<file path="config.mk">
export PLATFORM = sky130hd
export DESIGN_NAME = apb_master_bridge
export DESIGN_NICKNAME = d
export VERILOG_FILES = /design/src/rtl/apb_master_bridge.sv
export SDC_FILE = /design/constraint.sdc
export NUM_CORES = 1
export LEC_CHECK = 0
export CAP_MARGIN = 40
export CORE_ASPECT_RATIO = 0.75
export CORE_MARGIN = 2
export CORE_UTILIZATION = 37
export CTS_BUF_LIST = sky130_fd_sc_hd__clkbuf_16
export CTS_CLUSTER_DIAMETER = 120
export DETAILED_ROUTE_END_ITERATION = 6
export GPL_TIMING_DRIVEN = 0
export HOLD_SLACK_MARGIN = 0.03
export MAX_ROUTING_LAYER = met4
export PLACE_DENSITY_LB_ADDON = 0.12
export REMOVE_ABC_BUFFERS = 1
export SYNTH_ARGS = -nofsm -noshare
export SYNTH_HDL_FRONTEND = slang
export SYNTH_SLANG_ARGS = --single-unit
</file>
<file path="constraint.sdc">
create_clock -name PCLK -period 3.15 [get_ports PCLK]
set_input_delay 0.315 -clock PCLK [delete_from_list [all_inputs] [get_ports PCLK]]
set_output_delay 0.315 -clock PCLK [all_outputs]
set_load 0.05 [all_outputs]
</file>
<file path="src/rtl/apb_master_bridge.sv">
// ----------------------------------------------------------------------------
// apb_master_bridge
//
// Purpose:
//   Converts single read/write commands from a valid/ready request port into
//   APB4 SETUP/ACCESS transfers. The top two address bits select one of up to
//   four slave regions (one-hot PSEL). Regions at or above NUM_SLAVES are
//   unmapped. Those commands are answered with an error and never reach the
//   bus. A PREADY wait-state timeout aborts transfers to a hung slave.
//   Every response is a one-cycle rsp_valid strobe with data/error.
//
// Ports:
//   PCLK, PRESET          clock (rising edge) / async active-high reset
//   req_valid/req_ready   command handshake (accepted when both high)
//   req_write             1 = write, 0 = read
//   req_addr/wdata/strb/prot  command payload, held stable until accepted
//   rsp_valid             one-cycle response strobe (no backpressure)
//   rsp_rdata/rsp_err     read data (0 on write/error) and error flag
//   PSEL..PPROT           APB4 requester outputs (all registered)
//   PRDATA/PREADY/PSLVERR APB4 completer inputs
// ----------------------------------------------------------------------------
module apb_master_bridge #(
  parameter int ADDR_WIDTH     = 16,
  parameter int DATA_WIDTH     = 32,
  parameter int NUM_SLAVES     = 4,
  parameter int TIMEOUT_CYCLES = 255
) (
  input  logic                  PCLK,
  input  logic                  PRESET,
  // request port
  input  logic                  req_valid,
  output logic                  req_ready,
  input  logic                  req_write,
  input  logic [ADDR_WIDTH-1:0] req_addr,
  input  logic [DATA_WIDTH-1:0] req_wdata,
  input  logic [3:0]            req_strb,
  input  logic [2:0]            req_prot,
  // response port
  output logic                  rsp_valid,
  output logic [DATA_WIDTH-1:0] rsp_rdata,
  output logic                  rsp_err,
  // APB4 requester
  output logic [3:0]            PSEL,
  output logic                  PENABLE,
  output logic                  PWRITE,
  output logic [ADDR_WIDTH-1:0] PADDR,
  output logic [DATA_WIDTH-1:0] PWDATA,
  output logic [3:0]            PSTRB,
  output logic [2:0]            PPROT,
  input  logic [DATA_WIDTH-1:0] PRDATA,
  input  logic                  PREADY,
  input  logic                  PSLVERR
);

  // Counter only has to reach TIMEOUT_CYCLES-1; keep at least one bit so the
  // declaration stays legal when the timeout is disabled or equals 1.
  localparam int             CW       = (TIMEOUT_CYCLES > 1) ? $clog2(TIMEOUT_CYCLES) : 1;
  localparam logic [CW-1:0]  TMO_LAST = CW'(TIMEOUT_CYCLES - 1);
  localparam logic [2:0]     NS       = 3'(NUM_SLAVES);

  typedef enum logic [1:0] {
    ST_IDLE   = 2'd0,
    ST_SETUP  = 2'd1,
    ST_ACCESS = 2'd2
  } state_t;

  state_t r_state, w_state_n;

  logic [CW-1:0]         r_cnt,       w_cnt_n;
  logic                  r_req_ready, w_req_ready_n;
  logic [3:0]            r_psel,      w_psel_n;
  logic                  r_penable,   w_penable_n;
  logic                  r_pwrite,    w_pwrite_n;
  logic [ADDR_WIDTH-1:0] r_paddr,     w_paddr_n;
  logic [DATA_WIDTH-1:0] r_pwdata,    w_pwdata_n;
  logic [3:0]            r_pstrb,     w_pstrb_n;
  logic [2:0]            r_pprot,     w_pprot_n;
  logic                  r_rsp_valid, w_rsp_valid_n;
  logic                  r_rsp_err,   w_rsp_err_n;
  logic [DATA_WIDTH-1:0] r_rsp_rdata, w_rsp_rdata_n;

  logic       w_hs;
  logic [1:0] w_region;
  logic       w_mapped;
  logic       w_done;
  logic       w_tmo;

  // r_req_ready is only high in IDLE, so the handshake needs no state term.
  assign w_hs     = req_valid & r_req_ready;
  assign w_region = req_addr[ADDR_WIDTH-1 -: 2];
  assign w_mapped = ({1'b0, w_region} < NS);
  assign w_done   = (r_state == ST_ACCESS) & PREADY;
  // Abort on the ACCESS cycle that would be the TIMEOUT_CYCLES-th with PREADY
  // low; a PREADY arriving on that same cycle still completes normally.
  assign w_tmo    = (r_state == ST_ACCESS) & ~PREADY &
                    (TIMEOUT_CYCLES != 0) & (r_cnt == TMO_LAST);

  // --------------------------------------------------------------------------
  // State register
  // --------------------------------------------------------------------------
  always_ff @(posedge PCLK or posedge PRESET) begin
    if (PRESET) r_state <= ST_IDLE;
    else        r_state <= w_state_n;
  end

  // --------------------------------------------------------------------------
  // Next-state logic
  // --------------------------------------------------------------------------
  always_comb begin
    w_state_n = r_state;
    case (r_state)
      ST_IDLE:   if (w_hs && w_mapped) w_state_n = ST_SETUP;
      ST_SETUP:  w_state_n = ST_ACCESS;
      ST_ACCESS: if (w_done || w_tmo) w_state_n = ST_IDLE;
      default:   w_state_n = ST_IDLE;
    endcase
  end

  // --------------------------------------------------------------------------
  // Output logic: next values for all registered outputs
  // --------------------------------------------------------------------------
  always_comb begin
    w_cnt_n       = r_cnt;
    w_req_ready_n = (w_state_n == ST_IDLE);
    w_psel_n      = r_psel;
    w_penable_n   = r_penable;
    w_pwrite_n    = r_pwrite;
    w_paddr_n     = r_paddr;
    w_pwdata_n    = r_pwdata;
    w_pstrb_n     = r_pstrb;
    w_pprot_n     = r_pprot;
    w_rsp_valid_n = 1'b0;
    w_rsp_err_n   = r_rsp_err;
    w_rsp_rdata_n = r_rsp_rdata;

    case (r_state)
      ST_IDLE: begin
        if (w_hs) begin
          if (w_mapped) begin
            // The APB registers double as the command latch; loading them at
            // accept makes SETUP show the command on the very next cycle.
            w_psel_n    = 4'(4'b0001 << w_region);
            w_penable_n = 1'b0;
            w_pwrite_n  = req_write;
            w_paddr_n   = req_addr;
            w_pwdata_n  = req_wdata;
            w_pstrb_n   = req_write ? req_strb : 4'b0000;
            w_pprot_n   = req_prot;
            w_cnt_n     = '0;
          end else begin
            // Unmapped region: answer immediately, bus untouched.
            w_rsp_valid_n = 1'b1;
            w_rsp_err_n   = 1'b1;
            w_rsp_rdata_n = '0;
          end
        end
      end

      ST_SETUP: begin
        w_penable_n = 1'b1;
      end

      ST_ACCESS: begin
        if (PREADY) begin
          w_psel_n      = 4'b0000;
          w_penable_n   = 1'b0;
          w_rsp_valid_n = 1'b1;
          w_rsp_err_n   = PSLVERR;
          w_rsp_rdata_n = (!r_pwrite && !PSLVERR) ? PRDATA : '0;
        end else if (w_tmo) begin
          w_psel_n      = 4'b0000;
          w_penable_n   = 1'b0;
          w_rsp_valid_n = 1'b1;
          w_rsp_err_n   = 1'b1;
          w_rsp_rdata_n = '0;
        end else begin
          w_cnt_n = r_cnt + CW'(1);
        end
      end

      default: ;
    endcase
  end

  // --------------------------------------------------------------------------
  // Output / datapath registers
  // --------------------------------------------------------------------------
  always_ff @(posedge PCLK or posedge PRESET) begin
    if (PRESET) begin
      r_cnt       <= '0;
      r_req_ready <= 1'b0;
      r_psel      <= 4'b0000;
      r_penable   <= 1'b0;
      r_pwrite    <= 1'b0;
      r_paddr     <= '0;
      r_pwdata    <= '0;
      r_pstrb     <= 4'b0000;
      r_pprot     <= 3'b000;
      r_rsp_valid <= 1'b0;
      r_rsp_err   <= 1'b0;
      r_rsp_rdata <= '0;
    end else begin
      r_cnt       <= w_cnt_n;
      r_req_ready <= w_req_ready_n;
      r_psel      <= w_psel_n;
      r_penable   <= w_penable_n;
      r_pwrite    <= w_pwrite_n;
      r_paddr     <= w_paddr_n;
      r_pwdata    <= w_pwdata_n;
      r_pstrb     <= w_pstrb_n;
      r_pprot     <= w_pprot_n;
      r_rsp_valid <= w_rsp_valid_n;
      r_rsp_err   <= w_rsp_err_n;
      r_rsp_rdata <= w_rsp_rdata_n;
    end
  end

  assign req_ready = r_req_ready;
  assign rsp_valid = r_rsp_valid;
  assign rsp_err   = r_rsp_err;
  assign rsp_rdata = r_rsp_rdata;
  assign PSEL      = r_psel;
  assign PENABLE   = r_penable;
  assign PWRITE    = r_pwrite;
  assign PADDR     = r_paddr;
  assign PWDATA    = r_pwdata;
  assign PSTRB     = r_pstrb;
  assign PPROT     = r_pprot;

endmodule

</file>
* After elaboration in Yosys (flattened, before gate mapping) *
Cells that the tools add are included.

cells by class
  $add $sub $neg = 1
  eq/ne operators = 7
  shifts and indexed selects = 1
  muxes and demuxes = 24
  bitwise logic cells = 5
  reductions and logical operators = 14

operators by type and width
  kind                   number
  $mux W32               3
  $mux W8                3
  $mux W4                4
  $pmux W8 S2            1
  $add A8 B1 Y8 const B  1
  $eq A8 B8 Y1 const B   1
  $mux W1                8
  $pmux W4 S2            1
  $ne A2 B2 Y1 const B   3
  $pmux W2 S3            1
  $reduce_and A3 Y1      2
  $and A1 B1 Y1          4
  $logic_not A2 Y1       2
  $mux W2                2
  $reduce_and A2 Y1      2
  $reduce_and A4 Y1      1
  $reduce_bool A2 Y1     2
  $shl A1 B2 Y4 const A  1
  $ne A3 B3 Y1 const B   1
  $pmux W1 S3            1
  $reduce_bool A3 Y1     1
  $eq A2 B1 Y1 const B   1
  $eq A2 B2 Y1 const B   1
  $logic_not A1 Y1       2
  other kinds (3)        3

storage, ports and cells
  flip-flop bits (word level) = 106
  input port bits = 93
  output and inout bits = 96
  logic and storage cells = 65

* Logic depth before layout (Yosys ltp) *
  depth in word-level cells = 7
  mapped depth = 7
  gate-level depth less buffers = 7

* Worst setup path after synthesis *
Ideal clock, no wire load.

  kind = register to register
  start point = reg r_cnt[0]
  end point = reg r_cnt[5]
  library setup time = 78 ps
  arrival time = 1473 ps
  data required time = 3072 ps
  setup slack = 1599 ps
  cell stages (with the launch flop) = 7
  period minus slack after synthesis = 1551 ps
  path through = dfrtp_1 inv_1 ha_1 nand3_1 o211ai_4 or4_1 a21oi_1

on the way
  word-level cells in the longest chain between the ends = 4
  elaborated cells between the ends (all ways) = 8
  classes of those cells = add/sub: 1; eq/ne: 2; mux: 3; bitwise: 1; reduce/logical: 1

ends and longest elaborated chain
  what                                              line     source
  start: declaration                                69       logic [CW-1:0] r_cnt, w_cnt_n;
  start signal: assignment                          203      r_cnt <= w_cnt_n;
  $add A8 B1 Y8 or $eq A8 B8 Y1 (tied branches)     177, 96
  $mux W8 or $and A1 B1 Y1 (tied branches)          170, 96
  $mux W8 or $ne A2 B2 Y1 (tied branches)           n/a
  $pmux W8 S2 or $reduce_and A4 Y1 (tied branches)  n/a

Several ways; a longest one is shown, not always the timed one. The select of a mux whose other input is x is not followed.
A chain may end at the register's enable or synchronous reset.

* Worst setup path after layout *
  start point = reg r_state[1]
  end point = reg r_psel[2], in the netlist PSEL[2]

on the way
  word-level cells in the longest chain between the ends = 5
  elaborated cells between the ends (all ways) = 9
  classes of those cells = eq/ne: 3; mux: 1; bitwise: 2; reduce/logical: 3

ends and longest elaborated chain
  what                         line     source
  start: declaration           67       state_t r_state, w_state_n;
  start signal: assignment     103      else r_state <= w_state_n;
  $eq A2 B2 Y1                 95, 136
  $and A1 B1 Y1                95       assign w_tmo = (r_state == ST_ACCESS) & ~PREADY &
  $and A1 B1 Y1                96       (TIMEOUT_CYCLES != 0) & (r_cnt == TMO_LAST);
  $ne A3 B3 Y1 (no line)       n/a
  $reduce_and A3 Y1 (no line)  n/a
  end signal: assignment       205      r_psel <= w_psel_n;
  end: declaration             71       logic [3:0] r_psel, w_psel_n;

Several ways; a longest one is shown, not always the timed one.

==> impl_results.md <==
- Status: complete, no violations
- Period Utilization, post-route: between 70% and 80%
- Pwr per Cell Area: 1149 nW/um^2
- Final WS setup: 0.6469 ns
- Synth Flop Type: dfrtp_1
- Worst slew margin: between 40% and 50%
- Via count: 3341
- Hold Path Class: input pin to async pin
- Adder-cell share of the synthesized area: less than 1%
- Initial Util: a little under two fifths
- Final core utilization: just under 60%
- Detailed Place HPWL: about 7300 um
- Root Driver: clkbuf_16
- Hold buffers post-CTS: 0
- Register area share after synthesis: approximately 65%
- CTS tree: done
- Core ar.: approximately 11000 sq um
- Initial antenna violation count: 0
- Startpoint Class: flip-flop
- CP delay by family, top: simple AND/OR/NAND/NOR gates
- I/O pin total: about 190
- Largest family of logic cells by synthesized area: simple AND/OR/NAND/NOR gates
- Crit Path Class: flip-flop to flip-flop
- DRC viols: 0
- Initial DRC count: between 150 and 200
- Final Hold Vio Count: 0
- First-pass GRT wire length: ~17000 um
- Post-synthesis cell count: 386
- Pre-CTS WS: about 0.48 ns
- GP Congestion: between 0.7 and 0.8
- # setup viols final: 0
- Detailed Route WL: about 11000 um
- Total CTS buffers: 9
- Leakage: roughly 3 nW
- Vias in the first global route: approximately 3400
- Data arrival, critical path: about 2.7 ns
- Fin crit period: ~2.5 ns
- R2R Path End: PSEL[2]
- Antenna viol nets, final: 0
- R2R setup slack: ~0.65 ns
- CTS H-Tree Depth: 3
- Max incr delay on CP: approximately 0.63 ns
- Port Buffers: 188
- Mux share of post-synthesis cell area: 0%
- Synth Register Bits: 106
- Compound-Gate Fraction of Synth Area: 11.51%
- RSZ-0062 raised after global routing: false
- Worst path cell trace: nor2_1, nand3_4, inv_2, a21oi_1, a22o_1
- Die ar.: 11850 sq um
- Clk slew on worst S/H paths: 0.07 ns
- Synth Area per Inst: 10.53 sq um
- Unique masters post-synth: 36
- Most common cell after layout, fill and taps aside: clkdlybuf4s50_1
- Share of synthesized registers carrying an async set or reset: 100.0%
- CTS Sinks: ~110
- Post-Synthesis Cell Area: just over 4000 sq um
- Rows: 33
- Die height: between 90 and 100 um
- Clock latency on the worst-skew pair: ~0.34 ns
- Area fraction in and, or, nand and nor cells after synthesis: between 10% and 20%
- Post_cts resized: 0
- Worst reg2reg path depth: 5
- Total global routing track utilization: between 10% and 20%
- CP Capture Type: flip-flop
- Post-synth EDFFs: 0
- Fmax achieved: approximately 0.4 GHz
- WL/cell: approximately 15 um
- Slew @ Worst Pin: between 0.7 and 0.8 ns
- Largest net degree at the start of global routing: 66
- Vias per cell: ~4.7
- Ant diodes: 0
- Die X: ~130 um
- Commonest cells after routing, fill and taps aside: clkdlybuf4s50_1, nand2_1, dfrtp_1
- Pre-Repair DR Iteration Count: 5
- Post CTS Setup Buffer Count: 0
- Final slew viol count: 0
- R2r startpoint: r_state[1]
- Max cap viols: 0
- Synth Warn #: 0
- Clock tree buffer depth: 2
- CP required: ~3.4 ns
- Critical path buffers and inverters: 1
- Grt total ovfl: 0
- Share of layout cells above drive strength 1: under 10%
- # nets final: around 660
- Post-Synth XOR/XNOR Area: 0%
- Final setup skew: 0.006421 ns
- Peak supply drop: 0.0005862 V
- Slowest cell on crit path: nand3_4
- Area grow syn2layout: 57.28%
- Crit Path Max Fanout: 65
registers in the layout, indices dropped and copies added, names as in the netlist:
name / flops
PENABLE: 1
r_state: 2
r_cnt: 8
PSTRB: 4
req_ready: 1
PADDR: 16
PWRITE: 1
rsp_valid: 1
rsp_err: 1
PPROT: 3
PWDATA: 32
PSEL: 4
rsp_rdata: 32
cell usage after synthesis, types with 2 or more instances:
cell / n / area, sq um
nand2b_1: 3 / 18.77
nor3_1: 2 / 10.01
clkbuf_1: 7 / 26.28
o211ai_1: 2 / 15.01
nand3_1: 10 / 50.05
buf_2: 5 / 25.02
ha_1: 2 / 25.02
buf_1: 4 / 15.01
a22o_1: 33 / 289.0
dfrtp_1: 106 / 2653
inv_1: 8 / 30.03
a21oi_1: 2 / 10.01
nand2_1: 168 / 630.6
o21ai_0: 5 / 25.02
nor2_1: 4 / 15.01
buf_6: 3 / 33.78
o31ai_1: 3 / 22.52
worst register-to-register path, cell delays in order, from the launching register on:
cell and delay [ns]:
dfrtp_1 0.43, nor2_1 0.26, nand3_4 0.63, inv_2 0.61
a21oi_1 0.19, a22o_1 0.27
cell families after synthesis:
family / after synthesis
buffers and inverters: 28
AND/OR/NAND/NOR: 194
AO/OA/AOI/OAI: 56
adder cells (fa/ha/maj): 2
flip-flops: 106
metal layers:
metal	global-route usage, %	wire length [um]	vias up
met3	6.346	698	13
li1	-	-	1642
met5	-	0	-
met1	24.56	4912	1591
met2	28.53	4888	95
met4	6.111	170	0
worst max path at each step:
stage / startpoint / to / slack, ns / cells after the start
floorplan: req_ready / PSEL[2] / -0.31 / 4
global placement: req_valid / PSEL[2] / -2.05 / 5
detailed placement: req_valid / PSEL[2] / 0.48 / 5
CTS: r_state[1] / PSEL[2] / 0.61 / 5
global route: r_state[1] / PSEL[2] / 0.38 / 5
finish: r_state[1] / PSEL[2] / 0.65 / 5
cell type report:
type	count	area, sq um
Multi-Input combinational cell	252	1297
Inverter	9	36.28
Tap cell	140	175.2
Sequential cell	106	2653
Clock inverter	7	62.56
Timing Repair Buffer	191	1944
Clock buffer	9	225.2
Fill cell	928	4424
power breakdown:
part           internal (mW)  total [mW]  switching [mW]
Clock                  0.608        1.10           0.491
Sequential              1.91        2.22           0.311
Combinational           1.32        4.03            2.71
Total                   3.84        7.35            3.51
stage by stage:
step,power [mW],cells,cell area [sq um],hold WS (ns),setup TNS (ns)
global placement,6.227,695,6022,0.4529,-281.35
global route,7.742,714,6394,0.4876,0
detailed placement,6.293,698,6106,0.4594,0
finish,7.348,714,6394,0.4711,0
CTS,7.419,714,6394,0.4754,0
floorplan,4.796,367,3965,0.3975,-1.328
Note: power is estimated with default switching activity, not from simulation.
